--- src/rtl/svc_vga_pix.sv ---
// VGA capture: locks to hsync/vsync using runtime timing inputs and emits only visible pixels as a stream.
// Define SVC_VGA_PIX_COORD_EN to add m_pix_x/m_pix_y coordinate outputs.
module svc_vga_pix #(
  parameter int H_WIDTH     = 12,
  parameter int V_WIDTH     = 12,
  parameter int COLOR_WIDTH = 4
) (
  input  logic                   clk,
  input  logic                   rst_n,
  input  logic                   vga_hsync,
  input  logic                   vga_vsync,
  input  logic [COLOR_WIDTH-1:0] vga_red,
  input  logic [COLOR_WIDTH-1:0] vga_grn,
  input  logic [COLOR_WIDTH-1:0] vga_blu,
  input  logic [H_WIDTH-1:0]     h_visible,
  input  logic [H_WIDTH-1:0]     h_sync_start,
  input  logic [H_WIDTH-1:0]     h_sync_end,
  input  logic [H_WIDTH-1:0]     h_line_end,
  input  logic [V_WIDTH-1:0]     v_visible,
  input  logic [V_WIDTH-1:0]     v_sync_start,
  input  logic [V_WIDTH-1:0]     v_sync_end,
  input  logic [V_WIDTH-1:0]     v_frame_end,
  output logic                   m_pix_valid,
  output logic [COLOR_WIDTH-1:0] m_pix_red,
  output logic [COLOR_WIDTH-1:0] m_pix_grn,
  output logic [COLOR_WIDTH-1:0] m_pix_blu,
  output logic                   m_pix_first,
  output logic                   m_pix_last,
  input  logic                   m_pix_ready,
  output logic                   locked,
  output logic                   lock_error,
  output logic                   overflow
`ifdef SVC_VGA_PIX_COORD_EN
  ,
  output logic [H_WIDTH-1:0]     m_pix_x,
  output logic [V_WIDTH-1:0]     m_pix_y
`endif
);

  localparam logic [H_WIDTH-1:0] H_ONE = 1;
  localparam logic [V_WIDTH-1:0] V_ONE = 1;

  typedef enum logic [1:0] {SEARCH, ARMED, LOCKED} state_t;

  state_t                 state, state_next;
  logic                   hs_q, vs_q, hs_d;
  logic [COLOR_WIDTH-1:0] red_q, grn_q, blu_q;
  logic [H_WIDTH-1:0]     h_cnt, cur_h, h_next;
  logic [V_WIDTH-1:0]     v_cnt, cur_v, v_next;
  logic                   exp_hs, exp_vs, mismatch, visible, load, drop;

  always_ff @(posedge clk) begin
    if (!rst_n) begin
      hs_q  <= 1'b1;
      vs_q  <= 1'b1;
      hs_d  <= 1'b1;
      red_q <= '0;
      grn_q <= '0;
      blu_q <= '0;
    end else begin
      hs_q  <= vga_hsync;
      vs_q  <= vga_vsync;
      hs_d  <= hs_q;
      red_q <= vga_red;
      grn_q <= vga_grn;
      blu_q <= vga_blu;
    end
  end

  assign exp_hs = !((h_cnt >= h_sync_start) && (h_cnt < h_sync_end));
  assign exp_vs = !((v_cnt >= v_sync_start) && (v_cnt < v_sync_end));

  // cur_h/cur_v is the position of the sample in stage 1; ARMED overrides it at sync edges.
  always_comb begin
    state_next = state;
    mismatch   = 1'b0;
    visible    = 1'b0;
    cur_h      = h_cnt;
    cur_v      = v_cnt;
    case (state)
      SEARCH: if (!vs_q) state_next = ARMED;
      ARMED: begin
        if (vs_q) begin
          state_next = LOCKED;
          cur_h      = '0;
          cur_v      = v_sync_end;
        end else if (hs_q && !hs_d) begin
          cur_h = h_sync_end;
        end
      end
      LOCKED: begin
        mismatch = (hs_q != exp_hs) || (vs_q != exp_vs);
        if (mismatch) state_next = SEARCH;
        else          visible = (h_cnt < h_visible) && (v_cnt < v_visible);
      end
      default: state_next = SEARCH;
    endcase
  end

  always_comb begin
    h_next = cur_h + H_ONE;
    v_next = cur_v;
    if (cur_h == h_line_end) begin
      h_next = '0;
      v_next = (cur_v == v_frame_end) ? '0 : cur_v + V_ONE;
    end
  end

  always_ff @(posedge clk) begin
    if (!rst_n) begin
      state <= SEARCH;
      h_cnt <= '0;
      v_cnt <= '0;
    end else begin
      state <= state_next;
      if (state_next == SEARCH) begin
        h_cnt <= '0;
        v_cnt <= '0;
      end else begin
        h_cnt <= h_next;
        v_cnt <= v_next;
      end
    end
  end

  assign load = visible && (!m_pix_valid || m_pix_ready);
  assign drop = visible && !load;

  // Single-entry output slot: a visible sample that finds it occupied and stalled is lost.
  always_ff @(posedge clk) begin
    if (!rst_n) begin
      m_pix_valid <= 1'b0;
      m_pix_red   <= '0;
      m_pix_grn   <= '0;
      m_pix_blu   <= '0;
      m_pix_first <= 1'b0;
      m_pix_last  <= 1'b0;
      locked      <= 1'b0;
      lock_error  <= 1'b0;
      overflow    <= 1'b0;
    end else begin
      lock_error <= mismatch;
      locked     <= (state_next == LOCKED);
      if (drop) overflow <= 1'b1;
      if (load) begin
        m_pix_valid <= 1'b1;
        m_pix_red   <= red_q;
        m_pix_grn   <= grn_q;
        m_pix_blu   <= blu_q;
        m_pix_first <= (h_cnt == '0) && (v_cnt == '0);
        m_pix_last  <= (h_cnt == h_visible - H_ONE) && (v_cnt == v_visible - V_ONE);
      end else if (m_pix_ready) begin
        m_pix_valid <= 1'b0;
      end
    end
  end

`ifdef SVC_VGA_PIX_COORD_EN
  always_ff @(posedge clk) begin
    if (!rst_n) begin
      m_pix_x <= '0;
      m_pix_y <= '0;
    end else if (load) begin
      m_pix_x <= h_cnt;
      m_pix_y <= v_cnt;
    end
  end
`else
  // Without coordinates, frame position is conveyed only by m_pix_first/m_pix_last.
`endif

endmodule

--- config.mk ---
export PLATFORM = sky130hd
export DESIGN_NAME = svc_vga_pix
export DESIGN_NICKNAME = d
export VERILOG_FILES = /design/src/rtl/svc_vga_pix.sv
export SDC_FILE = /design/constraint.sdc
export NUM_CORES = 1
export LEC_CHECK = 0
export CAP_MARGIN = 20
export CORE_UTILIZATION = 51
export CTS_CLUSTER_DIAMETER = 50
export DETAILED_ROUTE_END_ITERATION = 8
export PLACE_DENSITY = 0.84
export SLEW_MARGIN = 20
export SYNTH_ARGS = -nofsm -noshare
export SYNTH_HDL_FRONTEND = slang
export SYNTH_SLANG_ARGS = --single-unit
--- constraint.sdc ---
create_clock -name clk -period 3 [get_ports clk]
set_input_delay 0.3 -clock clk [delete_from_list [all_inputs] [get_ports clk]]
set_output_delay 0.3 -clock clk [all_outputs]
set_load 0.1 [all_outputs]
==> flow_summary.json <==
{
  "die_w_um": 104,
  "finalHoldViolCount": 0,
  "p_leak_uw": 0.00328,
  "synth_edf_count": 0,
  "synth_compound_area_frac": 0.139,
  "final.min_clock_period_ns": 3.02,
  "violations": "negative setup slack",
  "status": "complete, but fails checks",
  "powerDensity_nw_per_um2": 302,
  "fp.dieArea_um2": 10700,
  "yosysTopAreaCell": "dfxtp_1",
  "dr.first_iter.drc_count": 494,
  "cp.arrival_ns": 3.29,
  "cts_made_buffers": 9,
  "ys.flop_type": "dfxtp_1",
  "wl_per_cell_um": 17.7,
  "synth_commonest_cells": "inv_1, ha_1, dfxtp_1",
  "maxSlewHeadroom": 0.333,
  "synth-xor-area-share": 0.118,
  "setup_viol_count_final": 1,
  "drv_cap": 0,
  "netlist_area_um2": 5270,
  "synth_seq_cells": 59,
  "antenna_found_initial": 0,
  "vias": 5541,
  "crit_required_ns": 3.27,
  "io_pins": 131,
  "nNetsFinal": 998,
  "place_hpwl_um": 12500,
  "ys_types": 58,
  "start_kind": "input pin",
  "coreArea_um2": 9910,
  "cts_tree": "done",
  "ctsRootBufferMaster": "clkbuf_8",
  "grt_pass1_wl_um": 26000,
  "finalMaxSlewViolations": 0,
  "yosysMostFrequentCell": "inv_1",
  "synth.area.top_cells": "dfxtp_1, ha_1, xnor2_1, xor2_1, inv_1",
  "synth_top_area_share": 0.224,
  "insertion_delay_ns": 0.34,
  "grt_usage": 0.298,
  "die_height_um": 104,
  "drt-total-wl_um": 16800,
  "synth_top_family_by_area": "simple AND/OR/NAND/NOR gates",
  "finalCritPeriodShare": 1.01,
  "setup_slack_ns": -0.0195,
  "final_core_util": 0.738,
  "grt_pass1_vias": 5598,
  "crit_fanout": 6,
  "start_util": 0.531,
  "synth_cells": 642,
  "tightest_slew_ns": 0.997,
  "portBuffers": 130,
  "drc_errors": 0,
  "fin_skew_ns": 0.0128,
  "num_rows": 36,
  "grtUsageMet1": 0.362,
  "hold_ws_ns": 0.442,
  "busiest_layer": "met2",
  "clkSinkCount": 59,
  "vias_per_cell": 5.84,
  "hold_path_class": "reg -> reg",
  "synth_nets": 829,
  "drive_gt1_frac": 0.124,
  "crit_type": "in -> reg",
  "ant_nets": 0,
  "final_cells": 949,
  "muxShareOfSynthArea": 0.0582,
  "synthSimpleGateAreaFrac": 0.213,
  "grt_overflow": 0,
  "gp_congestion": 0.973,
  "power.total_uw": 2210,
  "clockBufferDepth": 2,
  "synth_seq_area_share": 0.224,
  "synth_fa_ha_area_frac": 0.176,
  "htreeDepth": 3,
  "critPathCaptureType": "flop",
  "drtPass1Iterations": 5,
  "syn_to_final_growth_pct": 38.8,
  "synth_warnings": 0,
  "vdd_drop_max_mv": 0.411,
  "grt_start_max_net_pins": 47,
  "place_inst": 929,
  "async_flop_share": 0,
  "use_met2": 0.523,
  "clock.fmax_mhz": 331,
  "path_clk_slew_ns": 0.08,
  "diodes": 0,
  "use_met3": 0.0472,
  "synth_area_per_cell_um2": 8.20
}
[power breakdown]
group	switching (µW)	total, µW	internal (µW)
registers	13.0	813	800
logic	230	487	257
clock network	333	907	574
total	576	2210	1630
[path summary, 6_finish.rpt]
path | endpoint | slack, ns | startpoint | cells after the start
setup / recovery | h_cnt[7] | -0.02 | v_sync_end[2] | 13
hold / removal | m_pix_red[0] | 0.44 | red_q[0] | 2
setup reg to reg | h_cnt[7] | 0.03 | v_cnt[1] | 11
hold reg to reg | m_pix_red[0] | 0.44 | red_q[0] | 2
[cells in the final DEF (no fill, tap or decap), drive strengths merged, types with 25 or more instances in the layout]
cell type / Yosys / routed
nand2: 57 / 57
a21oi: 29 / 29
xor2: 35 / 35
mux2i: 25 / 25
buf: 8 / 50
xnor2: 36 / 36
nor2: 37 / 37
ha: 74 / 74
clkdlybuf4s50: 0 / 121
dfxtp: 59 / 59
inv: 78 / 78
[layer usage]
metal / up-vias / wire length [µm]
met4: 0 / 575
li1: 2588 / -
met5: - / 0
met1: 2578 / 6830
met3: 66 / 1310
met2: 309 / 8070
[metrics by stage]
step / setup TNS (ns) / setup slack [ns] / instance area (µm²)
2_1_floorplan: 0 / 0.337 / 5270
3_3_place_gp: -3.11 / -0.135 / 6940
3_5_place_dp: -7.86 / -0.269 / 6940
4_1_cts: 0 / 0.0605 / 7200
5_1_grt: -0.736 / -0.0971 / 7310
6_report: -0.0195 / -0.0195 / 7310
[kinds of logic after synthesis]
| family | count (synthesis) |
|---|---|
| adder cells (fa/ha/maj) | 74 |
| XOR/XNOR | 71 |
| AND/OR/NAND/NOR | 215 |
| multiplexers | 30 |
| flip-flops | 59 |
| buffers and inverters | 92 |
| AO/OA/AOI/OAI | 101 |
[repair_timing]
action,4_1_cts,5_1_grt
hold buffers,0,0
pin swaps,0,5
resized for setup,1,18
endpoints found under the setup margin,1,37
buffers inserted,0,2
cloned,0,2
[worst max-delay path, stage by stage]
cell and delay [ns]:
clkdlybuf4s50_1 0.48, inv_1 0.08, ha_4 0.24, a211o_1 0.26, a31oi_1 0.18, o221ai_1 0.14, a222oi_1 0.41, xnor2_1 0.21
a211oi_2 0.27, buf_4 0.21, o211ai_1 0.11, buf_4 0.23, nor2_2 0.16
[layout make-up]
type	count	area (µm²)
clock buffer	10	138
tap	133	166
sequential	59	1180
inverter	78	293
multi-input combinational	492	3810
fill	692	2600
timing repair buffer	171	1610
clock inverter	6	113
[sequential cells by signal, indices dropped and copies added, names as in the netlist, 4 cells and up]
register   count
v_cnt         12
m_pix_red      4
h_cnt         12
m_pix_blu      4
m_pix_grn      4
blu_q          4
grn_q          4
red_q          4
Power figures use the tool's default switching activity.
